==> config.mk <==
export PLATFORM = sky130hd
export DESIGN_NAME = instr_fetch_unit
export DESIGN_NICKNAME = d
export VERILOG_FILES = /design/src/rtl/cpu_pkg.sv /design/src/rtl/fetch_pc_reg.sv /design/src/rtl/instr_fetch_unit.sv
export SDC_FILE = /design/constraint.sdc
export NUM_CORES = 1
export LEC_CHECK = 0
export BUFFER_PORTS_ARGS = -buffer_cell sky130_fd_sc_hd__buf_2
export CELL_PAD_IN_SITES_DETAIL_PLACEMENT = 0
export CELL_PAD_IN_SITES_GLOBAL_PLACEMENT = 1
export CORE_ASPECT_RATIO = 1.75
export CORE_MARGIN = 2
export CORE_UTILIZATION = 35
export DETAILED_ROUTE_END_ITERATION = 10
export PLACE_DENSITY_LB_ADDON = 0.1
export SLEW_MARGIN = 10
export SYNTH_ARGS = -nofsm -noshare
export SYNTH_HDL_FRONTEND = slang
export SYNTH_SLANG_ARGS = --single-unit
==> constraint.sdc <==
create_clock -name clk -period 3.2 [get_ports clk]
set_input_delay 0.32 -clock clk [delete_from_list [all_inputs] [get_ports clk]]
set_output_delay 0.32 -clock clk [all_outputs]
set_load 0.05 [all_outputs]
==> src/rtl/cpu_pkg.sv <==
// Shared definitions for the fetch stage and the microcoded controller it feeds.
// The halt opcode here only takes effect in builds with FETCH_HALT_EN defined.
package cpu_pkg;

  localparam int CPU_IR_W = 16;
  localparam int CPU_PC_W = 8;
  localparam logic [3:0] CPU_HALT_OPCODE = 4'hF;

  localparam logic [1:0] ST_IDLE   = 2'd0;
  localparam logic [1:0] ST_ISSUE  = 2'd1;
  localparam logic [1:0] ST_WAIT   = 2'd2;
  localparam logic [1:0] ST_HALTED = 2'd3;

  function automatic logic is_halt(input logic [CPU_IR_W-1:0] ir, input logic [3:0] opc);
    return ir[CPU_IR_W-1 -: 4] == opc;
  endfunction

endpackage

==> src/rtl/fetch_pc_reg.sv <==
// Program counter register: synchronous reset, then load, then modulo increment.
module fetch_pc_reg
  import cpu_pkg::*;
#(
  parameter int PC_W = CPU_PC_W
) (
  input  logic            clk,
  input  logic            reset,
  input  logic            load,
  input  logic [PC_W-1:0] load_value,
  input  logic            inc,
  output logic [PC_W-1:0] pc
);

  always_ff @(posedge clk) begin
    if (reset)
      pc <= '0;
    else if (load)
      pc <= load_value;
    else if (inc)
      pc <= pc + 1'b1;
  end

endmodule

==> src/rtl/instr_fetch_unit.sv <==
// Fetch stage: owns the PC, issues reads to the synchronous instruction memory and captures IR.
// Optional halt-on-opcode support is compiled in with FETCH_HALT_EN.
//
// state  | meaning
// IDLE   | waiting for fetch_req
// ISSUE  | imem_en high, memory samples imem_addr at the next edge
// WAIT   | latency countdown; capture into IR when the counter is 1
// HALTED | halt opcode captured, only reset exits (FETCH_HALT_EN only)
module instr_fetch_unit
  import cpu_pkg::*;
#(
  parameter int         PC_W         = CPU_PC_W,
  parameter int         IR_W         = CPU_IR_W,
  parameter int         IMEM_LATENCY = 1,
  parameter logic [3:0] HALT_OPCODE  = CPU_HALT_OPCODE
) (
  input  logic            clk,
  input  logic            reset,
  input  logic            fetch_req,
  input  logic            pc_load,
  input  logic [PC_W-1:0] pc_load_value,
  input  logic [IR_W-1:0] imem_rdata,
  output logic            imem_en,
  output logic [PC_W-1:0] imem_addr,
  output logic [IR_W-1:0] IR,
  output logic            fetch_done,
  output logic            busy,
  output logic [PC_W-1:0] pc,
  output logic            halted
);

`ifdef FETCH_HALT_EN
  localparam bit HALT_EN = 1'b1;
`else
  localparam bit HALT_EN = 1'b0;
`endif

  logic [1:0] state;
  logic [2:0] lat_cnt;
  logic       redirect;
  logic       capture;
  logic       halt_hit;
  logic       pc_load_en;
  logic       pc_inc;

  assign capture    = (state == ST_WAIT) && (lat_cnt == 3'd1);
  assign halt_hit   = HALT_EN && capture && is_halt(imem_rdata, HALT_OPCODE);
  assign pc_load_en = pc_load && (state != ST_HALTED);
  // A redirect during the fetch leaves the target in place instead of stepping past it.
  assign pc_inc     = capture && !redirect && !halt_hit;

  fetch_pc_reg #(.PC_W(PC_W)) u_pc_reg (
    .clk        (clk),
    .reset      (reset),
    .load       (pc_load_en),
    .load_value (pc_load_value),
    .inc        (pc_inc),
    .pc         (pc)
  );

  always_ff @(posedge clk) begin
    if (reset) begin
      state      <= ST_IDLE;
      lat_cnt    <= 3'd0;
      redirect   <= 1'b0;
      imem_en    <= 1'b0;
      imem_addr  <= '0;
      IR         <= '0;
      fetch_done <= 1'b0;
      busy       <= 1'b0;
      halted     <= 1'b0;
    end else begin
      fetch_done <= 1'b0;
      if (pc_load_en && busy)
        redirect <= 1'b1;
      case (state)
        ST_IDLE: begin
          if (fetch_req) begin
            imem_en   <= 1'b1;
            imem_addr <= pc;
            busy      <= 1'b1;
            state     <= ST_ISSUE;
          end
        end
        ST_ISSUE: begin
          imem_en <= 1'b0;
          lat_cnt <= 3'(IMEM_LATENCY);
          state   <= ST_WAIT;
        end
        ST_WAIT: begin
          lat_cnt <= lat_cnt - 3'd1;
          if (capture) begin
            IR         <= imem_rdata;
            fetch_done <= 1'b1;
            busy       <= 1'b0;
            redirect   <= 1'b0;
            halted     <= halt_hit;
            state      <= halt_hit ? ST_HALTED : ST_IDLE;
          end
        end
        ST_HALTED: state <= ST_HALTED;
        default:   state <= ST_IDLE;
      endcase
    end
  end

endmodule

# Yosys cells after proc, flatten, opt, wreduce, memory -nomap -nowiden

Index checks and enable logic that the tools add are counted.

$add $sub $neg: 2
Eq/ne operators: 7
Multiplexer cells: 14
Bitwise gates (word level): 1
Reduce and logical (&&, ||, !) cells: 16

Operators by type and width:

| cell                  | count |
|---|---|
| $mux W8               | 2 |
| $add A8 B1 Y8 const B | 1 |
| $pmux W2 S4           | 1 |
| $reduce_and A2 Y1     | 4 |
| $reduce_bool A2 Y1    | 4 |
| $mux W1               | 6 |
| $ne A2 B2 Y1 const B  | 3 |
| $pmux W3 S2           | 1 |
| $eq A2 B2 Y1 const B  | 2 |
| $logic_and A1 B1 Y1   | 4 |
| $mux W2               | 2 |
| $pmux W1 S2           | 2 |
| $eq A3 B1 Y1 const B  | 1 |
| $reduce_and A3 Y1     | 1 |
| $sub A3 B1 Y3 const B | 1 |
| $eq A2 B1 Y1 const B  | 1 |
| $logic_not A2 Y1      | 1 |
| $reduce_or A2 Y1      | 1 |
| $logic_not A1 Y1      | 1 |
| $not A1 Y1            | 1 |

Register bits after elaboration: 41
Output and inout port bits: 36

# Depth between registers and ports, before layout

Gate-level depths: netlist of run 1.

Depth after elaboration: 6
Mapped depth: 7
Mapped depth without buffers: 6

# Cells and area by module

A second synthesis of run 1 with hierarchy kept.

Cells, all modules: 181
Area, all modules: 1765.4 um^2

By module, submodules not included:

| module           | times used | cells each | area an instance (um^2) | seq. area each (um^2) |
|---|---|---|---|---|
| instr_fetch_unit | 1          | 128        | 1301.2                  | 660.6 |
| fetch_pc_reg     | 1          | 53         | 464.2                   | 160.2 |

# Least setup slack after synthesis of run 1

Ideal clock, no wire load.

Path type: register to register
Start point: reg state[0]
End point: reg u_pc_reg.pc[4]
Library setup time: 0.080 ns
Arrival: 1.465 ns
Slack: 1.655 ns
Stages on the path, launching flop included: 7
Cells stage by stage: dfxtp_1 > inv_1 > ha_1 > and4bb_2 > nand4_1 > xor2_1 > a211oi_2

Cells in the longest elaborated chain, start to end: 4

Ends and longest elaborated chain:

| item                         | line                   | text |
|---|---|---|
| from (decl)                  | instr_fetch_unit.sv:38 | `logic [1:0] state;` |
| from (signal assigned)       | instr_fetch_unit.sv:98 | `state <= halt_hit ? ST_HALTED : ST_IDLE;` |
| $eq A2 B2 Y1                 | instr_fetch_unit.sv:46 | `assign capture = (state == ST_WAIT) && (lat_cnt == 3'd1);` |
| $logic_and A1 B1 Y1          | instr_fetch_unit.sv:46 |  |
| $logic_and A1 B1 Y1          | instr_fetch_unit.sv:50 | `assign pc_inc = capture && !redirect && !halt_hit;` |
| $reduce_bool A2 Y1 (no line) | -                      |  |
| to (signal assigned)         | fetch_pc_reg.sv:19     | `pc <= load_value;` |
| to (signal assigned)         | fetch_pc_reg.sv:21     | `pc <= pc + 1'b1;` |
| to (decl)                    | fetch_pc_reg.sv:12     | `output logic [PC_W-1:0] pc` |

Parallel ways exist; a longest one is shown, timed or not.
A chain may end at the register's enable or synchronous reset.

# Worst setup path in the final report of run 1

Start point: reg state[0]
End point: reg u_pc_reg.pc[7]

The elaborated chain is that of the path after synthesis.

==> impl_results.md, run 1 <==
- Status: finished, final reports clean
- Fmax: 0.5657 GHz
- Most instantiated library cell after synthesis: nand2_1
- Die span in x: 57.31 um
- Longest Clk Path Bufs: 2
- Mapped Nets: 245
- Final Worst Setup Slack: 1.432 ns
- Core box area: 0.004892 sq mm
- Mapped Cells: 210
- P_leak: 0.0009454 uW
- Largest net degree at the start of global routing: 42
- RR Endpoint: u_pc_reg.pc[7]
- Synth Cell Area: 0.001740 sq mm
- RR Startpoint: state[0]
- TritonCTS clock tree: built
- Initial Utilization: 0.3558
- TritonCTS buffer count: 5
- Syn_area_per_cell: 8.288 sq um
- GRT overflow: 0
- Layout cell share with drive strength beyond 1: 0.2921
- Final antenna-violating net count: 0
- Worst setup SP type: flop
- #FFs+latches synth: 41
- Antenna cell count: 0
- CP endpoint: u_pc_reg.pc[7]
- GR Util All Layers: 0.1631
- Pwr Total: 1603 uW
- CP Cell Sequence: inv_1 -> ha_1 -> nand3b_4 -> nor4_2 -> xnor2_1 -> a211oi_2
- Final worst-path cycle share: 0.5525
- Initial antenna violation count: 0
- Post-synthesis mux area share: 0.005751
- Clk_skew: between 0.003 and 0.004 ns
- Synth area leaders: dfxtp_1, nand2_1, a21oi_1, ha_1, nor2_1
- DP HPWL: roughly 3000 um
- Port Buffers: just over 60
- Die Ht: 97.29 um
- Slew HR: 0.4575
- Sequential fraction of the synthesis area: 0.4716
- Worst min-delay path class: primary input to flop
- CP Data Arrival Time: 1.91 ns
- Synth unique cells: 31
- RSZ-0062 raised after global routing: false
- Simple-Gate Fraction of Synth Area: 0.2344
- Cell Rows: 34
- Largest family of logic cells by synthesized area: simple AND/OR/NAND/NOR gates
- CP bufs+invs: 1
- Ports: between 60 and 70
- Total setup buffers inserted after CTS: 0
- FFs w/ async S/R, synth: 0
- Commonest cells in the netlist: nand2_1, dfxtp_1, a21oi_1
- Initial drt markers: 64
- Worst-path maximum fanout: 22
- Power per Cell Area: 743.4 mW/mm^2
- Peak VDD IR: 0.3649 mV
- Drt total wl: 4119 um
- Synth area leader: dfxtp_1
- YS warnings: 0
- Top_reg_cell synth: dfxtp_1
- R2r setup slk: 1.43 ns
- GPL Wtd Cong: 0.7372
- Reg clk slew, reported paths: roughly 0.080 ns
- Slowest cell on the critical path: nor4_2
- CTS HTree Levels: 2
- Post-CTS sizing: 0
- CP endpoint kind: flop
- Crit path max-delay family: simple AND/OR/NAND/NOR gates
- CP startpoint: state[0]
- Final nets: 302
- CTS Hold Bufs: 0
- CP required: 3.34 ns
- R2R depth: 6
- Post-synth EDFFs: 0
- First-pass GRT wire length: ~7000 um
- Finished Layout Cells: 321
- DR WL/cell: 12.83 um
- Final setup violation count: 0
- Setup WS pre-CTS: 1.393 ns
- Cell depth of the worst setup path: 6
- DRT Pass-1 Iters: 4
- Root Buffer: clkbuf_8
- Area grow syn2layout: 23.87%
- Final number of max-transition violations: 0
- Slew @ Worst Pin: 0.8137 ns
- Placed cell count: roughly 310
- Post-Synth Adder-Cell Area: 0.05032
- Vias: 1589
- Vias in the first global route: 1590
- DRC viols: 0
- TNS Setup: 0 ns
- Later-pin clock latency in the skew report: 0.29 ns
- Clock sink count: 41
- Synth Area in XOR/XNOR: 0.03523
- Post-synthesis compound-gate area fraction: 0.1531
- Area fraction of the dominant cell type after synthesis: 0.4716
- Final worst path period need: 1.768 ns
- Slowest cell delay on critical path: 0.36 ns
- WS Path Type: flop to flop
- DR vias/cell: 4.950
- Final hold vios: 0
- Max Cap Violations: 0
- Die area: ~0.0056 sq mm
[per-stage QoR]
stage	util	cell area [sq um]	hold slack (ns)
2_1_floorplan	-	1740	0.4391
3_3_place_gp	0.4223	2066	0.4393
3_5_place_dp	0.4223	2066	0.4440
4_1_cts	0.4407	2156	0.2498
5_1_grt	0.4407	2156	0.2577
6_report	0.4407	2156	0.2595
[state kept, by name, indices dropped and copies added (netlist names)]
signal	cells
IR	16
busy	1
fetch_done	1
imem_addr	8
imem_en	1
lat_cnt	3
redirect	1
state	2
u_pc_reg.pc	8
[layout by cell type (no fill, tap or decap), types with 2 or more instances in the layout]
cell type  instances
buf_2             62
nand2_1           54
dfxtp_1           41
a21oi_1           30
nor2_1            16
inv_1              8
ha_1               7
clkbuf_8           6
o21ai_0            4
a211oi_1           4
xnor2_1            4
a211oi_2           4
nand3_1            3
nand4_1            3
xor2_1             3
nand2b_1           2
nor3_1             2
nor4_2             2
[report_power, final]
part	switching (uW)	internal, uW
sequential	65.5	588
clock	175	171
combinational	430	174
[worst register-to-register path: stages, from the launching register on]
cell and delay, ns:
dfxtp_1 0.34, inv_1 0.09, ha_1 0.30, nand3b_4 0.28, nor4_2 0.36, xnor2_1 0.17, a211oi_2 0.09
[cell type report]
class | instances | area [sq um]
multi-input cells | 149 | 837.1
clock inverters | 1 | 7.507
fillers | 544 | 2736
repair buffers | 62 | 310.3
inverters | 8 | 30.03
well taps | 54 | 67.56
flip-flops and latches | 41 | 820.8
clock buffers | 6 | 82.58
[worst min path at each step]
stage / start / to / slack (ns) / cells after the start
final: imem_rdata[0] / IR[0] / 0.26 / 3
after CTS: imem_rdata[12] / IR[12] / 0.25 / 3
after floorplan: lat_cnt[1] / lat_cnt[1] / 0.44 / 2
after detailed placement: imem_addr[3] / imem_addr[3] / 0.44 / 2
after global routing: imem_rdata[14] / IR[14] / 0.26 / 3
after global placement: imem_addr[3] / imem_addr[3] / 0.44 / 2
[layer usage]
metal  GRT usage  wire (um)  up-vias  share of wire
li1            -          -      806              -
met1      0.1699       1588      735           0.39
met2      0.3068       2247       44           0.55
met3     0.03462        228        4          0.055
met4     0.05903         55        0          0.013
met5           0          0        -              0
[cells by family after synthesis]
kind of cell             count (synthesis)
AO/OA/AOI/OAI                           44
adder cells (fa/ha/maj)                  7
XOR/XNOR                                 7
buffers and inverters                   20
other                                    1
AND/OR/NAND/NOR                         89
flip-flops                              41
multiplexers                             1
(Power assumes the default switching activity.)
==> inputs of run 2 (changes only) <==
--- a/config.mk
+++ b/config.mk
@@ -10,7 +10,7 @@
 export CELL_PAD_IN_SITES_GLOBAL_PLACEMENT = 1
 export CORE_ASPECT_RATIO = 1.75
 export CORE_MARGIN = 2
-export CORE_UTILIZATION = 35
+export CORE_UTILIZATION = 34
 export DETAILED_ROUTE_END_ITERATION = 10
 export PLACE_DENSITY_LB_ADDON = 0.1
 export SLEW_MARGIN = 10
==> constraint.sdc (replaced) <==
create_clock -name clk -period 1.8 [get_ports clk]
set_input_delay 0.18 -clock clk [delete_from_list [all_inputs] [get_ports clk]]
set_output_delay 0.18 -clock clk [all_outputs]
set_load 0.05 [all_outputs]
==> run 2 against run 1 <==
Effect of this change: wire length grew 3.0%; worst setup slack worse by 1.3 ns; critical endpoint is now u_pc_reg.pc[6]; flip-flop and latch count stayed put; via count is 1.2% lower; core utilization increased by 0.91 points; critical path type unchanged; critical path depth is the same; largest cell class unchanged; clock skew rose by 0.0040 ns.
==> impl_results.md, run 2 (same netlist as run 1, synthesis figures left out) <==
- Peak VDD IR: 0.9570 mV (was 0.3649 mV)
- First-pass GRT wire length: 7120 um (was 7196 um)
- DRT Pass-1 Iters: 4 (unchanged)
- GPL Wtd Cong: 0.6733 (was 0.7372)
- DR WL/cell: 13.02 um (was 12.83 um)
- Max FFs per register: 16 (unchanged)
- Root Buffer: clkbuf_8 (unchanged)
- Status: finished, final reports clean (unchanged)
- Antenna cell count: 0 (unchanged)
- P_leak: 0.0009840 uW (was 0.0009454 uW)
- Leading cell type in the layout, fill and taps excluded: buf_2 (unchanged)
- Fmax: 0.6128 GHz (was 0.5657 GHz)
- Later-pin clock latency in the skew report: 0.29 ns (about the same)
- DP HPWL: 3108 um (was 2970 um)
- Filler cell count: 532 (was 544)
- GR Util All Layers: 0.1581 (was 0.1631)
- Die span in x: 58.09 um (was 57.31 um)
- Die Ht: 98.65 um (was 97.29 um)
- Largest net degree at the start of global routing: 23 (was 42)
- Post-CTS sizing: 0 (unchanged)
- Final nets: 307 (was 302)
- Max Cap Violations: 0 (unchanged)
- Layout cell share with drive strength beyond 1: 0.3051 (was 0.2921)
- Worst-path maximum fanout: 6 (was 22)
- TritonCTS buffer count: 5 (unchanged)
- DR vias/cell: 4.816 (was 4.950)
- Final worst path period need: 1.632 ns (was 1.768 ns)
- Total setup buffers inserted after CTS: 0 (unchanged)
- Vias in the first global route: 1540 (was 1590)
- TritonCTS clock tree: built (unchanged)
- Final hold vios: 0 (unchanged)
- GRT overflow: 0 (unchanged)
- Clock sink count: 41 (unchanged)
- CTS HTree Levels: 2 (unchanged)
- TNS Setup: 0 ns (unchanged)
- Port Buffers: 62 (unchanged)
- Reg clk slew, reported paths: 0.08 ns (about the same)
- Final antenna-violating net count: 0 (unchanged)
- CTS Hold Bufs: 0 (unchanged)
- CP endpoint kind: flop (unchanged)
- Longest Clk Path Bufs: 2 (unchanged)
- RSZ-0062 raised after global routing: false (unchanged)
- Final worst-path cycle share: 0.9066 (was 0.5525)
- Die area: 0.005730 sq mm (was 0.005575 sq mm)
- CP Data Arrival Time: 1.85 ns (was 1.91 ns)
- Final Worst Setup Slack: 0.1681 ns (was 1.432 ns)
- Clk_skew: 0.007390 ns (was 0.003383 ns)
- Area grow syn2layout: 27.53% (was 23.87%)
- Final number of max-transition violations: 0 (unchanged)
- Most frequent cells in the layout: buf_2, nand2_1, dfxtp_1 (unchanged)
- Setup WS pre-CTS: 0.1838 ns (was 1.393 ns)
- Largest reg by FF count: IR (unchanged)
- Placed cell area: 0.002116 sq mm (was 0.002066 sq mm)
- Power per Cell Area: 1339 mW/mm^2 (was 743.4 mW/mm^2)
- Cell Rows: 34 (unchanged)
- Largest registers: IR x16, imem_addr x8, u_pc_reg.pc x8 (unchanged)
- Core box area: 0.004935 sq mm (was 0.004892 sq mm)
- Vias: 1570 (was 1589)
- CP required: 2.02 ns (was 3.34 ns)
- Initial Utilization: 0.3527 (was 0.3558)
- Initial antenna violation count: 0 (unchanged)
- Final setup violation count: 0 (unchanged)
- Initial drt markers: 43 (was 64)
- Ports: 64 (unchanged)
- Worst setup SP type: flop (unchanged)
- Post-route cell area: 0.002220 sq mm (was 0.002156 sq mm)
- Worst min-delay path class: primary input to flop (unchanged)
- DRC viols: 0 (unchanged)
- Drt total wl: 4243 um (was 4119 um)
- WS Path Type: flop to flop (unchanged)
-- run 2: cell count changes in the layout (fill, tap and decap cells not counted), sizes merged --
cell      before  now
buf           62   67
bufinv         0    1
clkbuf         6    5
clkinv         0    1
clkinvlp       1    0
-- run 2: power by group --
part / internal (uW) / switching [uW]
clock network: 403 / 307
logic: 330 / 775
registers: 1050 / 113
-- run 2: worst paths after layout --
| check | start | endpoint | slack (ns) | cells after the start |
|---|---|---|---|---|
| min reg2reg | IR[1] | IR[1] | 0.45 | 2 |
| max reg2reg | state[0] | u_pc_reg.pc[6] | 0.17 | 6 |
| max | state[0] | u_pc_reg.pc[6] | 0.17 | 6 |
| min | imem_rdata[11] | IR[11] | 0.12 | 3 |
-- run 2: final cells by class --
cell class | count | area [sq um] | share of cell area
clock buffer | 5 | 68.82 | 0.03100
clock inverter | 2 | 35.03 | 0.01578
inverter | 8 | 30.03 | 0.01353
multi-input combinational | 149 | 837.1 | 0.3771
sequential | 41 | 820.8 | 0.3698
tap | 54 | 67.56 | 0.03044
timing repair buffer | 67 | 360.3 | 0.1623
-- run 2: critical path: stages (launching register included) --
cell	delay (ns)
dfxtp_1	0.34
inv_1	0.09
ha_1	0.30
and4bb_2	0.33
nand4_1	0.12
xor2_1	0.17
a211oi_2	0.20
-- run 2: per-layer routing --
layer | up-vias | GRT usage | share of wire
li1 | 809 | - | -
met2 | 36 | 0.2893 | 0.54
met1 | 720 | 0.1748 | 0.40
met5 | - | 0 | 0
met4 | 0 | 0.04830 | 0.013
met3 | 5 | 0.03675 | 0.047
-- run 2: stage by stage --
stage	hold WS, ns	instances	total power (uW)	util
2_1_floorplan	0.3160	210	2016	-
3_3_place_gp	0.4235	319	2305	0.4288
3_5_place_dp	0.4262	319	2303	0.4288
4_1_cts	0.1074	326	3024	0.4498
5_1_grt	0.1158	326	3186	0.4498
6_report	0.1154	326	2973	0.4498
